`src/rtl/uart_byte_fifo.sv`:
```
// uart_byte_fifo: elastic byte buffer between a UART receiver and transmitter.
// Received bytes go into a circular FIFO and are replayed one at a time to the
// transmitter, paced by busy_tx.
// Optional feature macro: UART_BYTE_FIFO_OVERFLOW_EN (sticky overflow flag on drop).
module uart_byte_fifo #(
    parameter int DEPTH_LOG2    = 4,
    parameter int WAIT_BUSY_MAX = 4
) (
    input  logic                  clk,
    input  logic                  nRst,
    input  logic                  recieved,
    input  logic [7:0]            data_rx,
    input  logic                  busy_tx,
    output logic                  transmit,
    output logic [7:0]            data_tx,
    output logic [DEPTH_LOG2:0]   count,
    output logic                  empty,
    output logic                  full,
    output logic                  overflow
);

    localparam int DEPTH = 1 << DEPTH_LOG2;
    localparam int WCW   = (WAIT_BUSY_MAX < 2) ? 1 : $clog2(WAIT_BUSY_MAX);

    localparam logic [DEPTH_LOG2:0]   CNT_ONE   = (DEPTH_LOG2 + 1)'(1);
    localparam logic [DEPTH_LOG2:0]   CNT_FULL  = (DEPTH_LOG2 + 1)'(DEPTH);
    localparam logic [DEPTH_LOG2-1:0] PTR_ONE   = DEPTH_LOG2'(1);
    localparam logic [WCW-1:0]        WAIT_ONE  = WCW'(1);
    localparam logic [WCW-1:0]        WAIT_LAST = WCW'(WAIT_BUSY_MAX - 1);

    typedef enum logic [1:0] {
        IDLE      = 2'd0,
        WAIT_BUSY = 2'd1,
        WAIT_DONE = 2'd2
    } tx_state_e;

    logic [7:0]            mem_q [DEPTH];
    logic [DEPTH_LOG2-1:0] wr_q;
    logic [DEPTH_LOG2-1:0] rd_q;
    logic [DEPTH_LOG2:0]   count_q;
    logic [DEPTH_LOG2:0]   count_d;
    logic                  empty_q;
    logic                  full_q;
    tx_state_e             state_q;
    logic [WCW-1:0]        wait_q;
    logic                  transmit_q;
    logic [7:0]            data_tx_q;
    logic                  pop;
    logic                  push;

    // A pop only happens from IDLE; a push into a full FIFO is allowed when
    // the same edge frees a slot.
    assign pop  = (state_q == IDLE) && !empty_q && !busy_tx;
    assign push = recieved && (!full_q || pop);

    // Next occupancy: push and pop together leave it unchanged.
    always_comb begin
        count_d = count_q;
        if (push && !pop)
            count_d = count_q + CNT_ONE;
        else if (pop && !push)
            count_d = count_q - CNT_ONE;
    end

    // Byte storage; contents need no reset since count gates every read.
    always_ff @(posedge clk) begin
        if (push)
            mem_q[wr_q] <= data_rx;
    end

    // Write pointer and registered occupancy flags, kept mutually consistent.
    always_ff @(posedge clk or negedge nRst) begin
        if (!nRst) begin
            wr_q    <= '0;
            count_q <= '0;
            empty_q <= 1'b1;
            full_q  <= 1'b0;
        end else begin
            if (push)
                wr_q <= wr_q + PTR_ONE;
            count_q <= count_d;
            empty_q <= (count_d == '0);
            full_q  <= (count_d == CNT_FULL);
        end
    end

    // Transmit handshake FSM with registered strobe, data and read pointer.
    always_ff @(posedge clk or negedge nRst) begin
        if (!nRst) begin
            state_q    <= IDLE;
            rd_q       <= '0;
            wait_q     <= '0;
            transmit_q <= 1'b0;
            data_tx_q  <= 8'h00;
        end else begin
            transmit_q <= 1'b0;
            case (state_q)
                IDLE: begin
                    if (pop) begin
                        data_tx_q  <= mem_q[rd_q];
                        rd_q       <= rd_q + PTR_ONE;
                        transmit_q <= 1'b1;
                        wait_q     <= '0;
                        state_q    <= WAIT_BUSY;
                    end
                end
                WAIT_BUSY: begin
                    // Give up on busy after WAIT_BUSY_MAX cycles, counting the strobe cycle.
                    if (busy_tx)
                        state_q <= WAIT_DONE;
                    else if (wait_q == WAIT_LAST)
                        state_q <= IDLE;
                    else
                        wait_q <= wait_q + WAIT_ONE;
                end
                WAIT_DONE: begin
                    if (!busy_tx)
                        state_q <= IDLE;
                end
                default: state_q <= IDLE;
            endcase
        end
    end

`ifdef UART_BYTE_FIFO_OVERFLOW_EN
    logic drop;
    logic overflow_q;

    assign drop = recieved && full_q && !pop;

    // Sticky drop flag, cleared only by reset.
    always_ff @(posedge clk or negedge nRst) begin
        if (!nRst)
            overflow_q <= 1'b0;
        else if (drop)
            overflow_q <= 1'b1;
    end

    assign overflow = overflow_q;
`else
    assign overflow = 1'b0;
`endif

    assign transmit = transmit_q;
    assign data_tx  = data_tx_q;
    assign count    = count_q;
    assign empty    = empty_q;
    assign full     = full_q;

endmodule
```
`config.mk`:
```
export PLATFORM = sky130hd
export DESIGN_NAME = uart_byte_fifo
export DESIGN_NICKNAME = d
export VERILOG_FILES = /design/src/rtl/uart_byte_fifo.sv
export SDC_FILE = /design/constraint.sdc
export NUM_CORES = 1
export LEC_CHECK = 0
export BUFFER_PORTS_ARGS = -buffer_cell sky130_fd_sc_hd__buf_2
export CAP_MARGIN = 20
export CORE_UTILIZATION = 45
export DETAILED_ROUTE_END_ITERATION = 12
export SLEW_MARGIN = 20
export SYNTH_ARGS = -nofsm -noshare
export SYNTH_HDL_FRONTEND = slang
export SYNTH_SLANG_ARGS = --single-unit
```
`constraint.sdc`:
```
create_clock -name clk -period 6.92 [get_ports clk]
set_input_delay 1.038 -clock clk [delete_from_list [all_inputs] [get_ports clk]]
set_output_delay 1.038 -clock clk [all_outputs]
set_load 0.02 [all_outputs]
```
==> flow_metrics.tcl, run 1 <==
set metrics [dict create \
    ys_types 49 \
    drv_slew 0 \
    synth_top_cell_area_share_pct 60.4 \
    cts.sinks 156 \
    nFillCells 1099 \
    grt_pass1_vias 3143 \
    cts-root-buf "clkbuf_16" \
    holdPathStages 1 \
    cts_hold_buf 0 \
    synthTopCellsByArea "edfxtp_1, dfrtp_1, mux4_2, mux2i_1, ha_1" \
    violations "DRC" \
    drc 1 \
    rsz0062_at_grt "false" \
    coreArea_um2 13800 \
    die_area_um2 14600 \
    r2r_cells 4 \
    synth_common_cells "edfxtp_1, mux4_2, dfrtp_1" \
    rr_endpoint "mem_q[7][6]$_DFFE_PP_" \
    cts_resized 0 \
    timing.hold.ws_ns 0.476 \
    crit_start "busy_tx" \
    crit_path_cell_trace "buf_2 -> or4_4 -> a21oi_2 -> nand2_1 -> nor2_1" \
    htree_levels 4 \
    worstSetupStartpointType "primary input" \
    synth_nets 368 \
    cts_made_buffers 17 \
    grt_pass1_wl_um 18900 \
    cpPeakStageDelay_ns 0.66 \
    fin_skew_ns 0.00952 \
    fin_ws_ns 3.85 \
    die-width_um 121 \
    cp-end-kind "flip-flop" \
    synth_edf_count 128 \
    grt_overflow 0 \
    cts_setup_buffers 0 \
    syn_avg_cell_area_um2 18.3 \
    layout-drive-gt1-share_pct 27.5 \
    path_buf_inv 1 \
    fin_setup_tns_ns 0 \
    status "finished, violations left" \
    vias 3126 \
    synth_top_area_cell "edfxtp_1" \
    required_ns 6.97 \
    finalHoldViolCount 0 \
    synth-seq-cells 156 \
    viasPerCell 5.49 \
    clock.fmax_mhz 326 \
    crit_family "simple AND/OR/NAND/NOR gates" \
    finalSetupViolCount 0 \
    p_leak_nw 2.58 \
    syn_inst 348 \
    wl_per_cell_um 21.3 \
    path_clk_slew_ns 0.06 \
    nets 396 \
    portBuffers 27 \
    min_period_over_period_pct 44.3 \
    worstHoldEndpoint "data_tx[7]$_DFFE_PN0P_" \
    num_io_pins 29 \
    routed_wl_um 12100 \
    maxCapViolations 0 \
    worst_pin_slew_ns 0.987 \
    cts_tree "yes" \
    regArea_um2 4550 \
    crit-reg2reg-launch "state_q[0]$_DFFE_PN0P_" \
    antenna_cells 0 \
    multi_input_area_um2 1690 \
    rrSetupSlack_ns 4.15 \
    antenna_found_initial 0 \
    path_class "primary input to flip-flop" \
    hp-start "data_tx[7]$_DFFE_PN0P_" \
    worstPathMaxFanout 13 \
    antenna_left 0 \
    hpwlAfterDp_um 8040 \
    initial_core_util_pct 46.0 \
    vdd_drop_max_uv 260 \
    synth_async_sr_flop_share_pct 17.9 \
    yosysWarnings 0 \
    yosysMostFrequentCell "edfxtp_1" \
    place_congestion 0.777 \
    finalCriticalPeriod_ns 3.07 \
    num_rows 43 \
    clk_path_buf_depth 2 \
    synth_seq_area_share_pct 71.4 \
    firstDrtPassIters 8 \
    p_total_w 0.00314 \
    cp_slowest_cell "or4_4" \
    clock_latency_ns 0.42 \
    synth-main-ff-cell "edfxtp_1" \
    grt_usage_pct 18.5 \
    syn_area_um2 6360 \
    area_growth_pct 14.5 \
    relSlewSlack_pct 34.2 \
    p_per_area_nw_per_um2 431 \
    grt_max_degree 38 \
    die-height_um 121 \
    drt_iter0_markers 168 \
    hp-class "flip-flop to flip-flop" \
    arrival_ns 3.12 \
    pre_cts_ws_ns 3.07 \
]
-- cell families (layout without fill, tap and decap cells) --
group | after synthesis | in the layout | share of synthesized area, %
flops | 156 | 156 | 71.4
simple gates | 66 | 66 | 5.70
mux | 51 | 51 | 14.0
compound gates | 30 | 30 | 3.66
buf+inv | 27 | 68 | 2.36
xor+xnor | 9 | 9 | 1.24
fa+ha+maj | 8 | 8 | 1.57
other cells | 1 | 1 | 0.0589
-- registers in the layout, summed over array words and instances (netlist names) --
name and count:
empty 1, data_tx 8, transmit 1, count 5
wr_q 4, rd_q 4, full 1, state_q 2
mem_q 128, wait_q 2
-- cell type report --
cell class	instances	share of cell area [%]
Timing Repair Buffer	29	2.06
Clock inverter	14	2.97
Sequential cell	156	62.4
Inverter	7	0.429
Tap cell	180	3.09
Multi-Input combinational cell	165	23.2
Clock buffer	18	5.89
-- layout by cell type (no fill, tap or decap), types with 3 or more instances in the layout --
cell type   count
mux4_2         30
inv_6           3
mux2_2          3
bufinv_16       5
inv_1           6
mux2i_1        18
nor2_1         16
xnor2_1         7
a21o_1          8
ha_1            8
nand2b_1        4
buf_2          27
nand2_1        16
nor4_1          4
o21ai_0         4
dfrtp_1        26
clkinvlp_4      3
nor3_2          4
nand4_1         3
o22ai_1         6
edfxtp_1      128
nor4b_1         3
clkbuf_16      17
-- through the flow --
step	std cells	util (%)	area, um^2
final	569	52.7	7290
after global placement	537	47.9	6620
after floorplan	348	-	6360
after CTS	569	52.6	7270
after detailed placement	537	47.9	6620
after global routing	569	52.7	7290
-- per-layer routing --
layer  up-vias  GRT usage, %  part of all wire (%)
li1       1427             -                     -
met1      1608          24.4                    43
met2        70          29.2                    50
met3        21          4.23                   4.5
met4         0          8.72                   2.5
met5         -             0                     0
-- worst max path at each step --
stage | to | slack, ns | cells after the start
final | mem_q[7][6]$_DFFE_PP_ | 3.85 | 5
after global placement | mem_q[3][2]$_DFFE_PP_ | 3.19 | 5
after global routing | mem_q[14][4]$_DFFE_PP_ | 3.65 | 5
after detailed placement | mem_q[3][2]$_DFFE_PP_ | 3.07 | 5
after CTS | mem_q[3][6]$_DFFE_PP_ | 3.49 | 5
after floorplan | mem_q[3][0]$_DFFE_PP_ | 3.78 | 5
-- power breakdown --
part	switching [W]	total (W)	internal, W
logic	0.000442	0.000818	0.000376
registers	0.000146	0.00132	0.00117
clock network	0.000363	0.00100	0.000641
total	0.000951	0.00314	0.00219
No activity file was read; power rests on OpenSTA's default activity.
==> inputs of run 2 (changes only) <==
Settings changed: ABC_AREA set to 1.
Clock period 6.92 ns to 2.6 ns, I/O delays scaled along.
==> run 2 against run 1 <==
The run now ends clean. Register-to-register slack worse by 3.7 ns. Critical path depth is 3 higher. Cell count is 44% higher. Synthesized area is 3.0% higher. Flip-flop and latch count stayed put. Clock power grew to 2.5 times the previous value. Utilization is 1.0 points higher. Cell area is 3.6% higher.
==> flow_metrics.tcl, run 2 <==
set metrics [dict create \
    routed_wl_um 14900 \
    synthTopCellsByArea "edfxtp_1, dfrtp_1, nand2_1, nand3_1, nor2_1" \
    synth_common_cells "nand2_1, edfxtp_1, nand3_1" \
    finalHoldViolCount 0 \
    layout-drive-gt1-share_pct 15.4 \
    p_per_area_nw_per_um2 1160 \
    vias 4342 \
    cpPeakStageDelay_ns 0.53 \
    synth_async_sr_flop_share_pct 17.9 \
    place_congestion 0.866 \
    synth-main-ff-cell "edfxtp_1" \
    fin_skew_ns 0.0103 \
    rsz0062_at_grt "false" \
    nets 645 \
    portBuffers 27 \
    area_growth_pct 15.2 \
    num_io_pins 29 \
    wl_per_cell_um 18.3 \
    yosysWarnings 0 \
    die-width_um 123 \
    required_ns 2.90 \
    firstDrtPassIters 5 \
    final_cells 818 \
    worstSetupStartpointType "flip-flop" \
    cts_tree "yes" \
    grt_max_degree 67 \
    synth_edf_count 128 \
    synth_top_cell_area_share_pct 58.6 \
    final_common_cell "nand2_1" \
    synthSimpleGateAreaFrac_pct 22.3 \
    crit_path_cell_trace "clkinv_1 -> buf_4 -> nand2_1 -> nand3_1 -> nand3_1 -> nand2_1 -> a21oi_1 -> a21oi_1" \
    synth_top_family_by_area "simple AND/OR/NAND/NOR gates" \
    cts_made_buffers 17 \
    clk_path_buf_depth 2 \
    grt_usage_pct 22.0 \
    path_class "flip-flop to flip-flop" \
    min_period_over_period_pct 82.6 \
    synth_seq_area_share_pct 69.4 \
    drt_iter0_markers 347 \
    clock.fmax_mhz 466 \
    cts_hold_buf 0 \
    p_leak_nw 2.98 \
    relSlewSlack_pct 48.4 \
    timing.hold.ws_ns 0.00810 \
    htree_levels 4 \
    die_area_um2 15100 \
    maxCapViolations 0 \
    cts_resized 0 \
    synth_compound_area_share_pct 2.14 \
    dpl.cell_count 786 \
    status "finished, final reports clean" \
    viasPerCell 5.31 \
    ys_types 27 \
    finalSetupViolCount 0 \
    die-height_um 123 \
    fin_setup_tns_ns 0 \
    yosysMostFrequentCell "nand2_1" \
    cts.sinks 156 \
    synth_nets 605 \
    rrSetupSlack_ns 0.45 \
    syn_avg_cell_area_um2 11.2 \
    cp_slowest_cell "clkinv_1" \
    synthXorXnorAreaFrac_pct 1.07 \
    path_clk_slew_ns 0.06 \
    synthAdderAreaFrac_pct 1.53 \
    hpwlAfterDp_um 9600 \
    vdd_drop_max_uv 505 \
    worstPathMaxFanout 27 \
    grt_overflow 0 \
    synth-seq-cells 156 \
    hp-class "primary input to async pin" \
    initial_core_util_pct 46.7 \
    cts_setup_buffers 0 \
    antenna_cells 0 \
    drc 0 \
    num_rows 43 \
    antenna_left 0 \
    antenna_found_initial 0 \
    clock_latency_ns 0.42 \
    mostFrequentLayoutCells "nand2_1, edfxtp_1, nand3_1" \
    grt_pass1_wl_um 23700 \
    arrival_ns 2.45 \
    synth.area.mux_share_pct 0 \
    drv_slew 0 \
    worst_pin_slew_ns 0.773 \
    syn_inst 585 \
    finalCriticalPeriod_ns 2.15 \
    grt_pass1_vias 4367 \
    cp-end-kind "flip-flop" \
    regMostFlops "mem_q" \
    largest_reg_flops 128 \
    synth_top_area_cell "edfxtp_1" \
    coreArea_um2 14000 \
    syn_area_um2 6550 \
    cts-root-buf "clkbuf_16" \
]
==> run 2: power by group <==
part	internal (W)	leakage, nW	switching [W]
logic	0.000870	1.20	0.00206
registers	0.00312	1.49	0.000223
clock network	0.00151	0.294	0.000991
total	0.00550	2.98	0.00327
==> run 2: worst paths after layout <==
kind                                        start                endpoint  cells after the start
setup / recovery              rd_q[0]$_DFFE_PN0P_  data_tx[3]$_DFFE_PN0P_                      8
min in group clk                          busy_tx  state_q[1]$_DFFE_PN0P_                      3
hold reg to reg            state_q[0]$_DFFE_PN0P_  state_q[1]$_DFFE_PN0P_                      1
setup reg to reg              rd_q[0]$_DFFE_PN0P_  data_tx[3]$_DFFE_PN0P_                      8
hold / removal                               nRst     rd_q[2]$_DFFE_PN0P_                      1
max in group asynchronous                    nRst     rd_q[0]$_DFFE_PN0P_                      1
==> run 2: stage by stage <==
stage	area [um^2]	setup WS [ns]	power (W)	util [%]
after global placement	6950	0.483	0.00626	49.5
after global routing	7550	0.224	0.00930	53.7
final	7550	0.453	0.00877	53.7
after detailed placement	6950	0.475	0.00630	49.5
after floorplan	6550	0.755	0.00540	-
after CTS	7550	0.444	0.00880	53.7
==> run 2: logic make-up (layout without fill, tap and decap cells) <==
group | after synthesis | in the layout
simple gates | 334 | 334
flops | 156 | 156
buf+inv | 53 | 106
compound gates | 25 | 25
fa+ha+maj | 8 | 8
xor+xnor | 8 | 8
other cells | 1 | 1
==> run 2: area by class of cell <==
class                           count  area (um^2)
Tap cell                          180          225
Fill cell                        1197         6490
Inverter                           24         91.3
Clock inverter                     15          173
Clock buffer                       17          425
Multi-Input combinational cell    376         1780
Sequential cell                   156         4550
Timing Repair Buffer               50          308
==> run 2: critical path, delay by kind of cell, from the launching register on <==
family | cells | cell delay [ns]
and+or+nand+nor | 4 | 0.42
DFF | 1 | 0.36
AOI/OAI and AO/OA | 2 | 0.24
buffers and inverters | 2 | 1.00
==> run 2: per-layer routing <==
layer | track usage (%) | vias to the layer above | share of wire (%)
li1 | - | 2087 | -
met1 | 30.1 | 2100 | 46
met2 | 34.3 | 133 | 47
met3 | 4.28 | 22 | 5.3
met4 | 9.38 | 0 | 2.2
met5 | 0 | - | 0
==> inputs of run 3 (changes only) <==
Clock period 2.6 ns to 1.9 ns, I/O delays scaled along.
==> run 3 against run 2 <==
Worst hold slack better by 0.20 ns. Die area is the same. Power is 34% higher. Clock-buffer cell count unchanged. Flip-flop and latch count unchanged. Setup slack worse by 0.35 ns. Register-to-register slack lost 0.35 ns. First-iteration DRC count increased by 21%. Global-route usage down 0.90 points. Clock power grew 23%. Utilization is 0.12 points higher. Fmax increased by 20%.
==> flow_metrics.tcl, run 3 (synthesis gave the netlist of run 2 again) <==
set metrics [dict create \
    status "finished, final reports clean" \
    drv_slew 0 \
    clock_latency_ns 0.42 \
    grt_max_degree 35 \
    p_total_w 0.0118 \
    relSlewSlack_pct 57.2 \
    cts-root-buf "clkbuf_16" \
    worst_pin_slew_ns 0.642 \
    nFillCells 1200 \
    portBuffers 27 \
    htree_levels 4 \
    grt_pass1_wl_um 22700 \
    path_clk_slew_ns 0.06 \
    final_common_cell "nand2_1" \
    die-height_um 123 \
    place_congestion 0.857 \
    required_ns 2.03 \
    hpwlAfterDp_um 9650 \
    worstSetupStartpointType "flip-flop" \
    die-width_um 123 \
    die_area_um2 15100 \
    min_period_over_period_pct 94.5 \
    antenna_left 0 \
    num_io_pins 29 \
    post-route-cell-area_um2 7560 \
    area_growth_pct 15.4 \
    wl_per_cell_um 17.5 \
    cts_made_buffers 17 \
    arrival_ns 1.92 \
    p_per_area_nw_per_um2 1560 \
    firstDrtPassIters 5 \
    maxCapViolations 0 \
    layout-drive-gt1-share_pct 16.8 \
    worstPathMaxFanout 8 \
    grt_pass1_vias 4142 \
    finalHoldViolCount 0 \
    viasPerCell 5.21 \
    path_class "flip-flop to flip-flop" \
    finalSetupViolCount 0 \
    fin_skew_ns 0.00692 \
    drc 0 \
    vias 4285 \
    regMostFlops "mem_q" \
    p_leak_nw 2.99 \
    mostFrequentLayoutCells "nand2_1, edfxtp_1, nand3_1" \
    clock.fmax_mhz 557 \
    coreArea_um2 14000 \
    drt_iter0_markers 419 \
    antenna_cells 0 \
    cp-end-kind "flip-flop" \
    placed_cell_area_um2 6980 \
    grt_overflow 0 \
    routed_wl_um 14400 \
    antenna_found_initial 0 \
    nets 650 \
    vdd_drop_max_uv 967 \
    hp-class "primary input to flip-flop" \
    regArea_um2 4550 \
    cts.sinks 156 \
    grt_usage_pct 21.1 \
    finalCriticalPeriod_ns 1.79 \
    fin_setup_tns_ns 0 \
    multi_input_area_um2 1800 \
    largest_reg_flops 128 \
    clk_path_buf_depth 2 \
    cts_tree "yes" \
    num_rows 43 \
    initial_core_util_pct 46.7 \
]
## run 3: changes by cell type in the layout (fill, tap and decap cells not counted), sizes merged
cell,before,now
inv,22,25
buf,50,54
clkinvlp,0,3
dlygate4sd3,0,1
bufinv,3,0
clkinv,14,11
## run 3: final timing paths
check,slack [ns],cells after the start,startpoint,endpoint
max,0.11,6,state_q[0]$_DFFE_PN0P_,mem_q[6][4]$_DFFE_PP_
min,0.21,3,busy_tx,state_q[1]$_DFFE_PN0P_
max reg2reg,0.11,6,state_q[0]$_DFFE_PN0P_,mem_q[6][4]$_DFFE_PP_
min reg2reg,0.52,1,wait_q[0]$_DFFE_PN0P_,wait_q[0]$_DFFE_PN0P_
max in group asynchronous,1.02,2,nRst,rd_q[0]$_DFFE_PN0P_
min in group asynchronous,0.43,2,nRst,data_tx[3]$_DFFE_PN0P_
## run 3: area by class of cell
class	instances	area share, %
timing repair buffer	55	4.76
inverter	24	1.21
sequential	156	60.1
tap	180	2.98
multi-input combinational	376	23.8
clock inverter	15	1.55
clock buffer	17	5.62
## run 3: power breakdown
part,internal [W],total (W),switching (W)
registers,0.00427,0.00458,0.000316
clock network,0.00169,0.00307,0.00138
logic,0.00127,0.00413,0.00286
## run 3: worst max-delay path, stage by stage, from the launching register on
cell     delay (ns)
dfrtp_1        0.44
nor2_4         0.18
nand2_4        0.07
a21oi_4        0.32
nand2_2        0.16
nor2_1         0.14
buf_4          0.19
## run 3: what timing repair did
action | 4_1_cts | 5_1_grt
setup endpoints to repair | 0 | 128
hold buffers | 1 | 0
buffers inserted | 0 | 1
endpoints found under the hold margin | 27 | 0
gates resized for setup | 0 | 6
## run 3: per-stage QoR
stage / utilization, % / hold slack (ns) / setup WS, ns / std cells
2_1_floorplan: - / -0.0106 / 0.0549 / 585
3_3_place_gp: 49.7 / 0.336 / 0.0801 / 789
3_5_place_dp: 49.7 / 0.349 / 0.0206 / 789
4_1_cts: 53.7 / 0.200 / 0.000644 / 822
5_1_grt: 53.9 / 0.182 / -0.0112 / 823
6_report: 53.9 / 0.212 / 0.105 / 823
## run 3: layer usage
metal	track usage (%)	vias up	part of all wire, %
met2	33.0	124	46
met1	29.2	2051	47
met4	6.33	0	1.7
met3	5.11	13	4.9
li1	-	2097	-
met5	0	-	0
